[config.mk]
export PLATFORM = sky130hd
export DESIGN_NAME = ws2812_status_mixer
export DESIGN_NICKNAME = d
export VERILOG_FILES = /design/src/rtl/ws2812_pkg.sv /design/src/rtl/led_channel_ramp.sv /design/src/rtl/ws2812_status_mixer.sv
export SDC_FILE = /design/constraint.sdc
export NUM_CORES = 1
export LEC_CHECK = 0
export ABC_AREA = 1
export CORE_MARGIN = 4
export CORE_UTILIZATION = 59
export CTS_CLUSTER_DIAMETER = 60
export CTS_CLUSTER_SIZE = 24
export DETAILED_ROUTE_END_ITERATION = 16
export PLACE_DENSITY = 0.81
export SLEW_MARGIN = 20
export SYNTH_ARGS = -nofsm -noshare
export SYNTH_HDL_FRONTEND = slang
export SYNTH_SLANG_ARGS = --single-unit
export TNS_END_PERCENT = 10
[constraint.sdc]
create_clock -name clk -period 3.05 [get_ports clk]
set_clock_uncertainty 0.15 [all_clocks]
set_input_delay 0.61 -clock clk [delete_from_list [all_inputs] [get_ports clk]]
set_output_delay 0.61 -clock clk [all_outputs]
set_load 0.01 [all_outputs]
[src/rtl/ws2812_pkg.sv]
// Shared types and constants for the WS2812 status mixer.
// Holds the FSM state enum, GRB channel field positions and colour width.
package ws2812_pkg;

  typedef enum logic [1:0] {
    BOOT_R,
    BOOT_G,
    BOOT_B,
    RUN
  } state_t;

  localparam int COLOR_W = 24;

  localparam int G_HI = 23;
  localparam int G_LO = 16;
  localparam int R_HI = 15;
  localparam int R_LO = 8;
  localparam int B_HI = 7;
  localparam int B_LO = 0;

endpackage

[src/rtl/led_channel_ramp.sv]
// One colour channel: level register stepping by 1 toward its target.
// Ports: clk, reset, i_step (advance enable), i_target, o_level.
module led_channel_ramp (
  input  logic       clk,
  input  logic       reset,
  input  logic       i_step,
  input  logic [7:0] i_target,
  output logic [7:0] o_level
);

  always_ff @(posedge clk) begin
    if (reset) begin
      o_level <= 8'd0;
    end else if (i_step) begin
      if (o_level < i_target) begin
        o_level <= o_level + 8'd1;
      end else if (o_level > i_target) begin
        o_level <= o_level - 8'd1;
      end
    end
  end

endmodule

[src/rtl/ws2812_status_mixer.sv]
// Mixes status LEDs into a faded GRB colour for a WS2812 serialiser.
// Ports: clk, reset, caps/shift/motor leds, activity in; color out.
module ws2812_status_mixer
  import ws2812_pkg::*;
#(
  parameter int         CLK_FRE    = 48_000_000,
  parameter int         STEP_HZ    = 1000,
  parameter logic [7:0] MAX_LEVEL  = 8'h40,
  parameter int         BOOT_STEPS = 250,
  parameter int         HOLD_STEPS = 50
) (
  input  logic               clk,
  input  logic               reset,
  input  logic               caps_lock_led,
  input  logic               shift_lock_led,
  input  logic               motor_led,
  input  logic               activity,
  output logic [COLOR_W-1:0] color
);

  localparam int DIV = CLK_FRE / STEP_HZ;
  localparam int TW  = (DIV > 1) ? $clog2(DIV) : 1;
  localparam int BW  = (BOOT_STEPS > 1) ? $clog2(BOOT_STEPS) : 1;
  localparam int HW  = $clog2(HOLD_STEPS + 1);

  logic [1:0]    r_caps_s;
  logic [1:0]    r_shift_s;
  logic [1:0]    r_motor_s;
  logic [1:0]    r_act_s;
  logic          r_act_d;
  logic [TW-1:0] r_tick_cnt;
  logic [BW-1:0] r_boot_cnt;
  logic [HW-1:0] r_hold;
  state_t        r_state;

  logic         w_tick;
  logic         w_act_rise;
  logic         w_step;
  logic         w_boost;
  logic [7:0]   w_tgt_r;
  logic [7:0]   w_tgt_g;
  logic [7:0]   w_tgt_b;
  logic [7:0]   w_lvl_r;
  logic [7:0]   w_lvl_g;
  logic [7:0]   w_lvl_b;
  logic [COLOR_W-1:0] w_run_color;

  always_ff @(posedge clk) begin
    if (reset) begin
      r_caps_s  <= '0;
      r_shift_s <= '0;
      r_motor_s <= '0;
      r_act_s   <= '0;
    end else begin
      r_caps_s  <= {r_caps_s[0], caps_lock_led};
      r_shift_s <= {r_shift_s[0], shift_lock_led};
      r_motor_s <= {r_motor_s[0], motor_led};
      r_act_s   <= {r_act_s[0], activity};
    end
  end

  assign w_tick     = (r_tick_cnt == TW'(DIV - 1));
  assign w_act_rise = r_act_s[1] & ~r_act_d;
  assign w_step     = w_tick && (r_state == RUN);
  assign w_boost    = (r_hold != '0);

  always_ff @(posedge clk) begin
    if (reset) begin
      r_tick_cnt <= '0;
    end else begin
      r_tick_cnt <= w_tick ? '0 : r_tick_cnt + 1'b1;
    end
  end

  // Targets use registered inputs, so a change landing on a tick
  // only influences the following tick.
  assign w_tgt_r = (r_caps_s[1]  | w_boost) ? MAX_LEVEL : 8'd0;
  assign w_tgt_g = (r_shift_s[1] | w_boost) ? MAX_LEVEL : 8'd0;
  assign w_tgt_b = (r_motor_s[1] | w_boost) ? MAX_LEVEL : 8'd0;

  led_channel_ramp u_ramp_r (
    .clk      (clk),
    .reset    (reset),
    .i_step   (w_step),
    .i_target (w_tgt_r),
    .o_level  (w_lvl_r)
  );

  led_channel_ramp u_ramp_g (
    .clk      (clk),
    .reset    (reset),
    .i_step   (w_step),
    .i_target (w_tgt_g),
    .o_level  (w_lvl_g)
  );

  led_channel_ramp u_ramp_b (
    .clk      (clk),
    .reset    (reset),
    .i_step   (w_step),
    .i_target (w_tgt_b),
    .o_level  (w_lvl_b)
  );

  always_comb begin
    w_run_color             = '0;
    w_run_color[G_HI:G_LO]  = w_lvl_g;
    w_run_color[R_HI:R_LO]  = w_lvl_r;
    w_run_color[B_HI:B_LO]  = w_lvl_b;
  end

  always_ff @(posedge clk) begin
    if (reset) begin
      r_state    <= BOOT_R;
      r_boot_cnt <= '0;
      r_hold     <= '0;
      r_act_d    <= 1'b0;
      color      <= '0;
    end else begin
      r_act_d <= r_act_s[1];
      color   <= '0;
      unique case (r_state)
        BOOT_R: color[R_HI:R_LO] <= MAX_LEVEL;
        BOOT_G: color[G_HI:G_LO] <= MAX_LEVEL;
        BOOT_B: color[B_HI:B_LO] <= MAX_LEVEL;
        RUN:    color            <= w_run_color;
      endcase
      if (r_state != RUN) begin
        if (w_tick) begin
          if (r_boot_cnt == BW'(BOOT_STEPS - 1)) begin
            r_boot_cnt <= '0;
            unique case (r_state)
              BOOT_R:  r_state <= BOOT_G;
              BOOT_G:  r_state <= BOOT_B;
              default: r_state <= RUN;
            endcase
          end else begin
            r_boot_cnt <= r_boot_cnt + 1'b1;
          end
        end
      end else begin
        // A fresh activity edge wins over the tick decrement.
        if (w_act_rise) begin
          r_hold <= HW'(HOLD_STEPS);
        end else if (w_tick && w_boost) begin
          r_hold <= r_hold - 1'b1;
        end
      end
    end
  end

endmodule
==> results of run 1 <==
==> stage by stage <==
stage	util, %	hold slack [ns]	cell area (um^2)	std cells	total power (W)
2_1_floorplan	-	0.238	4740	662	0.00128
3_3_place_gp	65.9	0.249	5120	785	0.00130
3_5_place_dp	65.9	0.247	5120	785	0.00130
4_1_cts	68.5	0.261	5320	801	0.00212
5_1_grt	68.6	0.280	5330	801	0.00218
6_report	68.6	0.259	5330	801	0.00211
==> logic make-up after synthesis <==
logic type	after synthesis	share of synthesized area [%]
fa+ha+maj	35	9.71
simple gates	356	33.5
xor+xnor	22	4.06
buf+inv	97	8.26
flops	89	37.6
compound gates	63	6.94
==> cell usage in the layout, fill, tap and decap left out, types with 4 or more instances in the layout <==
cell type | Yosys | routed
nor3_1 | 20 | 20
clkdlybuf4s50_1 | 0 | 29
nor2_1 | 125 | 125
or2_2 | 9 | 9
xor2_1 | 17 | 17
a21oi_1 | 34 | 34
o21ai_0 | 19 | 19
o21ai_1 | 4 | 4
nor2_4 | 4 | 4
nand2_1 | 122 | 120
nand2_2 | 4 | 6
ha_1 | 32 | 32
clkbuf_8 | 1 | 9
nand3_1 | 47 | 46
dfxtp_1 | 89 | 89
nand4_1 | 13 | 13
inv_1 | 80 | 80
buf_4 | 0 | 4
xnor2_1 | 5 | 5
==> flip-flops by register name (all words and copies together) (netlist names) <==
register,cells
r_motor_s,2
r_act_d,1
u_ramp_g.o_level,8
r_shift_s,2
r_hold,6
r_tick_cnt,16
r_act_s,2
u_ramp_r.o_level,8
r_boot_cnt,8
r_state,2
u_ramp_b.o_level,8
color,24
r_caps_s,2
==> metal layers <==
metal  global-route usage, %  up-vias  part of all wire (%)
met5                       0        -                     0
met1                    26.7     1904                    45
met2                    36.7       68                    49
met3                    4.52       19                   3.4
li1                        -     2163                     -
met4                    6.28        0                   1.6
==> power breakdown <==
part           internal (W)  switching [W]
clock network      0.000387       0.000446
registers           0.00117     0.00000417
logic             0.0000369      0.0000642
total               0.00159       0.000514
==> timing repair <==
item,4_1_cts,5_1_grt
resized for setup,0,3
hold buffers,0,0
endpoints found under the setup margin,0,9
==> worst paths after layout <==
check / from / to
worst max-delay path: r_hold[2] / u_ramp_r.o_level[6]
worst min-delay path: r_act_s[0] / r_act_s[1]
worst max register to register: r_hold[2] / u_ramp_r.o_level[6]
worst min register to register: r_act_s[0] / r_act_s[1]
==> layout make-up <==
cell class                      instances  area, um^2  area share (%)
Clock buffer                            9         124            2.32
Clock inverter                          7        77.6            1.46
Inverter                               85         320            6.01
Multi-Input combinational cell        476        2580            48.4
Sequential cell                        89        1780            33.4
Tap cell                              102         128            2.39
Timing Repair Buffer                   33         320            6.01
==> worst reg2reg max path: stages, from the launching register on <==
cell and delay, ns:
dfxtp_1 0.35, nor2_1 0.25, nand3_2 0.19, or2_2 0.33, ha_1 0.20, nand2_1 0.23, ha_1 0.32, or2_2 0.33
nand4_1 0.11, nand2_1 0.06, nand2_1 0.05, nand2_1 0.04, nor2_1 0.08, nor2_1 0.05
==> results.ini, run 1 <==
[route]
viasPerCell = 5.19
drc = 0
wl_per_cell_um = 12.3
drt-initial-drc-count = 178
dr.pass1.iters = 6
num_vias = 4154
drt-total-wl_um = 9880
antenna_left = 0

[yosys]
synth_area_leaders = dfxtp_1 (38%), nor2_1 (9.9%), nand2_1 (9.7%), ha_1 (8.4%), inv_1 (6.3%)
synth_top_area_cell = dfxtp_1
synth-edff-count = 0
synth_top_area_share_pct = 37.6
synth_cell_types = 39
synth_common_cells = nor2_1 (125), nand2_1 (122), dfxtp_1 (89)
ys_seq_elements = 89
synth_warnings = 0
synthArstFlopShare_pct = 0
syn-cell-area_um2 = 4740
yosysMostFrequentCell = nor2_1
synth-main-ff-cell = dfxtp_1
ys_seq_area_share_pct = 37.6
netlist_instances = 662
syn_avg_cell_area_um2 = 7.16
synth_fp_nets = 703

[cells_and_area]
drive_above_1_share_pct = 7.44
n_antenna_cell = 0
area_growth_pct = 12.4
n_fill_cell = 666
fin_nets = 735

[setup_path]
critPathMaxStageDelay_ns = 0.35
crit_buf_inv = 0
reg2reg_slack_ns = 0.23
cp-start-kind = flip-flop
crit_chain = nor2_1, nand3_2, or2_2, ha_1, nand2_1, ha_1, or2_2, nand4_1, nand2_1, nand2_1, nand2_1, nor2_1, nor2_1
cp.depth = 13
reg2reg_depth = 13
cpMaxStageDelayCell = dfxtp_1
worstSetupEndpointType = flip-flop
critPathMostFrequentCell = nand2_1
cp_top_family = simple AND/OR/NAND/NOR gates
crit_type = reg2reg
cp.arrival_ns = 2.95
required_ns = 3.17
critPathMaxFanout = 7

[sta]
final_max_slew_viol_count = 0
timing.final.crit_share_pct = 92.5
finalSetupViolations = 0
fmax_ghz = 0.354
fin_setup_tns_ns = 0
relSlewSlack_pct = 66.0
worst_slack_ns = 0.229
finalCriticalPeriod_ns = 2.82
finalHoldViolCount = 0
tightestPinTransition_ns = 0.508

[global_route]
grt_max_degree = 40
grt_use_total_pct = 21.3
grt-ovfl-total = 0
grt_pass1_wl_um = 17000
antenna_found_initial = 0
first_global_vias = 3882

[placed_design]
gp_congestion = 0.873
io_buffers = 29
dp_slack_ns = 0.166
dp_hpwl_um = 7360

[floorplanning]
die_w_um = 97.7
start_util_pct = 61.1
num_rows = 32
core-area_um2 = 7770
num_io_pins = 30
die_y_um = 97.7
die_area_um2 = 9540

[outcome]
run_status = completed

[flow_run]
cap_violations = 0

[clock_network]
cts_max_level = 3
clk_path_buf_depth = 2
clk_latency_ns = 0.37
cts_tree = done
clkTransAtPathRegs_ns = 0.10
cts-root-buf = clkbuf_8
clock_sinks = 89
cts_setup_buffers = 0
cts_inserted_buffers = 9

[pwr]
power_leakage_nw = 2.39
cellPowerDensity_nw_per_um2 = 396
peakVddDrop_mv = 0.227

[min_path]
hold_class = reg2reg
hold_depth = 2

No activity file was read; power rests on OpenSTA's default activity.
==> inputs of run 2 (changes only) <==
CORE_ASPECT_RATIO = 0.5   (was not set)
SLEW_MARGIN = not set   (was 20)
==> run 2 against run 1 <==
  * Largest power group unchanged
  * Hold slack lost 0.0066 ns
  * Die area grew 0.92%
  * Global-route usage grew 2.3 points
  * Combinational power grew 4%
  * Critical endpoint unchanged
==> results.ini, run 2 (synthesis results as in run 1) <==
[route]
wl_per_cell_um = 13.0  ; +5.3%
viasPerCell = 5.23  ; +0.86%
drc = 0  ; unchanged
dr.pass1.iters = 4  ; -2
num_vias = 4221  ; +1.6%
drt-total-wl_um = 10500  ; +6.1%
drt-initial-drc-count = 282  ; +58%
antenna_left = 0  ; unchanged

[global_route]
grt_pass1_wl_um = 18600  ; +9.2%
grt_max_degree = 40  ; unchanged
first_global_vias = 4085  ; +5.2%
antenna_found_initial = 0  ; unchanged
grt_use_total_pct = 23.6  ; +2.3 points
grt-ovfl-total = 0  ; unchanged

[pwr]
pwr-share-comb_pct = 4.4  ; -0.4 points
clock_power_share_pct = 46.6  ; +7.1 points
peakVddDrop_mv = 0.303  ; +33%
p_int_w = 0.00187  ; +17%
power_leakage_nw = 2.43  ; +1.7%
power_switching_w = 0.000530  ; +3.0%
cellPowerDensity_nw_per_um2 = 440  ; +11%
swShare_pct = 22.1  ; -2.3 points
pwr-share-seq_pct = 49.0  ; -6.7 points

[sta]
fmax_ghz = 0.356  ; +0.54%
final_max_slew_viol_count = 0  ; unchanged
tightestPinTransition_ns = 0.759  ; +0.250 ns
fin_setup_tns_ns = 0  ; unchanged
relSlewSlack_pct = 49.4  ; -17 points
finalSetupViolations = 0  ; unchanged
finalCriticalPeriod_ns = 2.81  ; -0.0152 ns
finalHoldViolCount = 0  ; unchanged
timing.hold.ws_ns = 0.252  ; -0.00663 ns
timing.final.crit_share_pct = 92.0  ; -0.50 points
worst_slack_ns = 0.244  ; +0.0152 ns

[cells_and_area]
largest_register_ffs = 24  ; unchanged
largest-register = color
top_regs = color x24, r_tick_cnt x16
multi_input_area_um2 = 2580  ; about the same
n_fill_cell = 625  ; -6.2%
area_growth_pct = 14.8
final_core_util_pct = 71.9  ; +3.3 points
drive_above_1_share_pct = 7.58  ; +0.14 points
seq_area_um2 = 1780  ; unchanged
n_antenna_cell = 0  ; unchanged
most-common-layout-cells = nor2_1 (124), nand2_1 (120), dfxtp_1 (89), inv_1 (80), nand3_1 (46)
fin_nets = 735  ; unchanged
layout_commonest_cell = nor2_1

[floorplanning]
core-area_um2 = 7570  ; -2.5%
num_io_pins = 30  ; unchanged
die_y_um = 71.4  ; -27%
num_rows = 22  ; -31%
die_w_um = 135  ; +38%
die_area_um2 = 9620  ; +0.92%
start_util_pct = 62.6  ; +1.6 points

[setup_path]
cp-start-kind = flip-flop
crit_type = reg2reg
reg2reg_depth = 14  ; +1
required_ns = 3.13  ; -0.04 ns
critPathMaxFanout = 7  ; unchanged
cp.arrival_ns = 2.89  ; -0.06 ns
worstSetupEndpointType = flip-flop
r2r_end = u_ramp_r.o_level[6]
reg2reg_slack_ns = 0.24  ; +0.02 ns
r2r-start = r_hold[0]

[clock_network]
clk_latency_ns = 0.34  ; -0.03 ns
cts_max_level = 3  ; unchanged
cts_setup_buffers = 0  ; unchanged
clock_sinks = 89  ; unchanged
cts_inserted_buffers = 9  ; unchanged
cts_tree = done
clk_path_buf_depth = 2  ; unchanged
cts-root-buf = clkbuf_16
clkTransAtPathRegs_ns = 0.06  ; -0.04 ns

[outcome]
run_status = completed

[placed_design]
io_buffers = 29  ; unchanged
gp_congestion = 0.917  ; +5.1%
dp_hpwl_um = 7280  ; -0.97%
dp_slack_ns = 0.179  ; +0.0127 ns

[min_path]
hold_path_end = r_act_s[1]
hp-start = r_act_s[0]
hold_depth = 2  ; unchanged
hold_class = reg2reg

[flow_run]
cap_violations = 0  ; unchanged

==> run 2: power by group through the flow <==
stage / clock, W / combinational (W) / sequential (W)
4_1_cts: 0.00114 / 0.000103 / 0.00118
2_1_floorplan: 0 / 0.0000762 / 0.00120
3_5_place_dp: 0 / 0.000102 / 0.00120
6_report: 0.00112 / 0.000105 / 0.00118
5_1_grt: 0.00120 / 0.000120 / 0.00118
3_3_place_gp: 0 / 0.000100 / 0.00120
==> run 2: timing repair <==
item	4_1_cts	5_1_grt
hold buffers	0	0
gates resized for setup	0	4
endpoints found under the setup margin	0	12
==> run 2: per-stage QoR <==
| step | area (um^2) | instances | total power, W |
|---|---|---|---|
| 6_report | 5440 | 807 | 0.00240 |
| 5_1_grt | 5440 | 807 | 0.00249 |
| 4_1_cts | 5430 | 807 | 0.00241 |
| 3_5_place_dp | 5130 | 791 | 0.00130 |
| 3_3_place_gp | 5130 | 791 | 0.00130 |
| 2_1_floorplan | 4740 | 662 | 0.00128 |
==> run 2: area by class of cell <==
class | count | area share [%]
clock inverter | 6 | 1.22
timing repair buffer | 33 | 5.88
inverter | 85 | 5.88
clock buffer | 10 | 4.39
multi-input combinational | 476 | 47.4
tap | 108 | 2.48
sequential | 89 | 32.7
==> run 2: layer usage <==
| metal | track usage [%] | share of wire, % | routed length [um] |
|---|---|---|---|
| met1 | 31.0 | 48 | 5010 |
| met2 | 39.0 | 46 | 4790 |
| met3 | 5.82 | 5.1 | 533 |
| met4 | 7.45 | 1.3 | 138 |
| met5 | 0 | 0 | 0 |
==> run 2: worst max-delay path, stage by stage, from the launching register on <==
cell and delay [ns]:
dfxtp_1 0.32, inv_1 0.12, ha_1 0.20, nand3_2 0.15, or2_2 0.31, ha_1 0.19, nand2_1 0.22, ha_1 0.32
or2_2 0.33, nand4_1 0.12, nand2_1 0.06, nand2_1 0.05, nand2_1 0.04, nor2_1 0.08, nor2_1 0.05
==> run 2: worst max-delay path by stage <==
stage	slack, ns	end	from	cells past startpoint
after floorplan	0.46	u_ramp_b.o_level[5]	r_hold[0]	13
after CTS	0.15	u_ramp_g.o_level[7]	r_hold[0]	14
after global placement	0.24	u_ramp_g.o_level[7]	r_hold[2]	13
final	0.24	u_ramp_r.o_level[6]	r_hold[0]	14
after global routing	-0.02	u_ramp_r.o_level[7]	r_hold[0]	15
after detailed placement	0.18	u_ramp_g.o_level[5]	r_hold[0]	14
==> inputs of run 3 (changes only) <==
CTS_CLUSTER_DIAMETER = 200   (was 60)
SLEW_MARGIN = 25   (was not set)
==> results of run 3 <==
Final layout, timing and power as in run 2 (identical DEF).
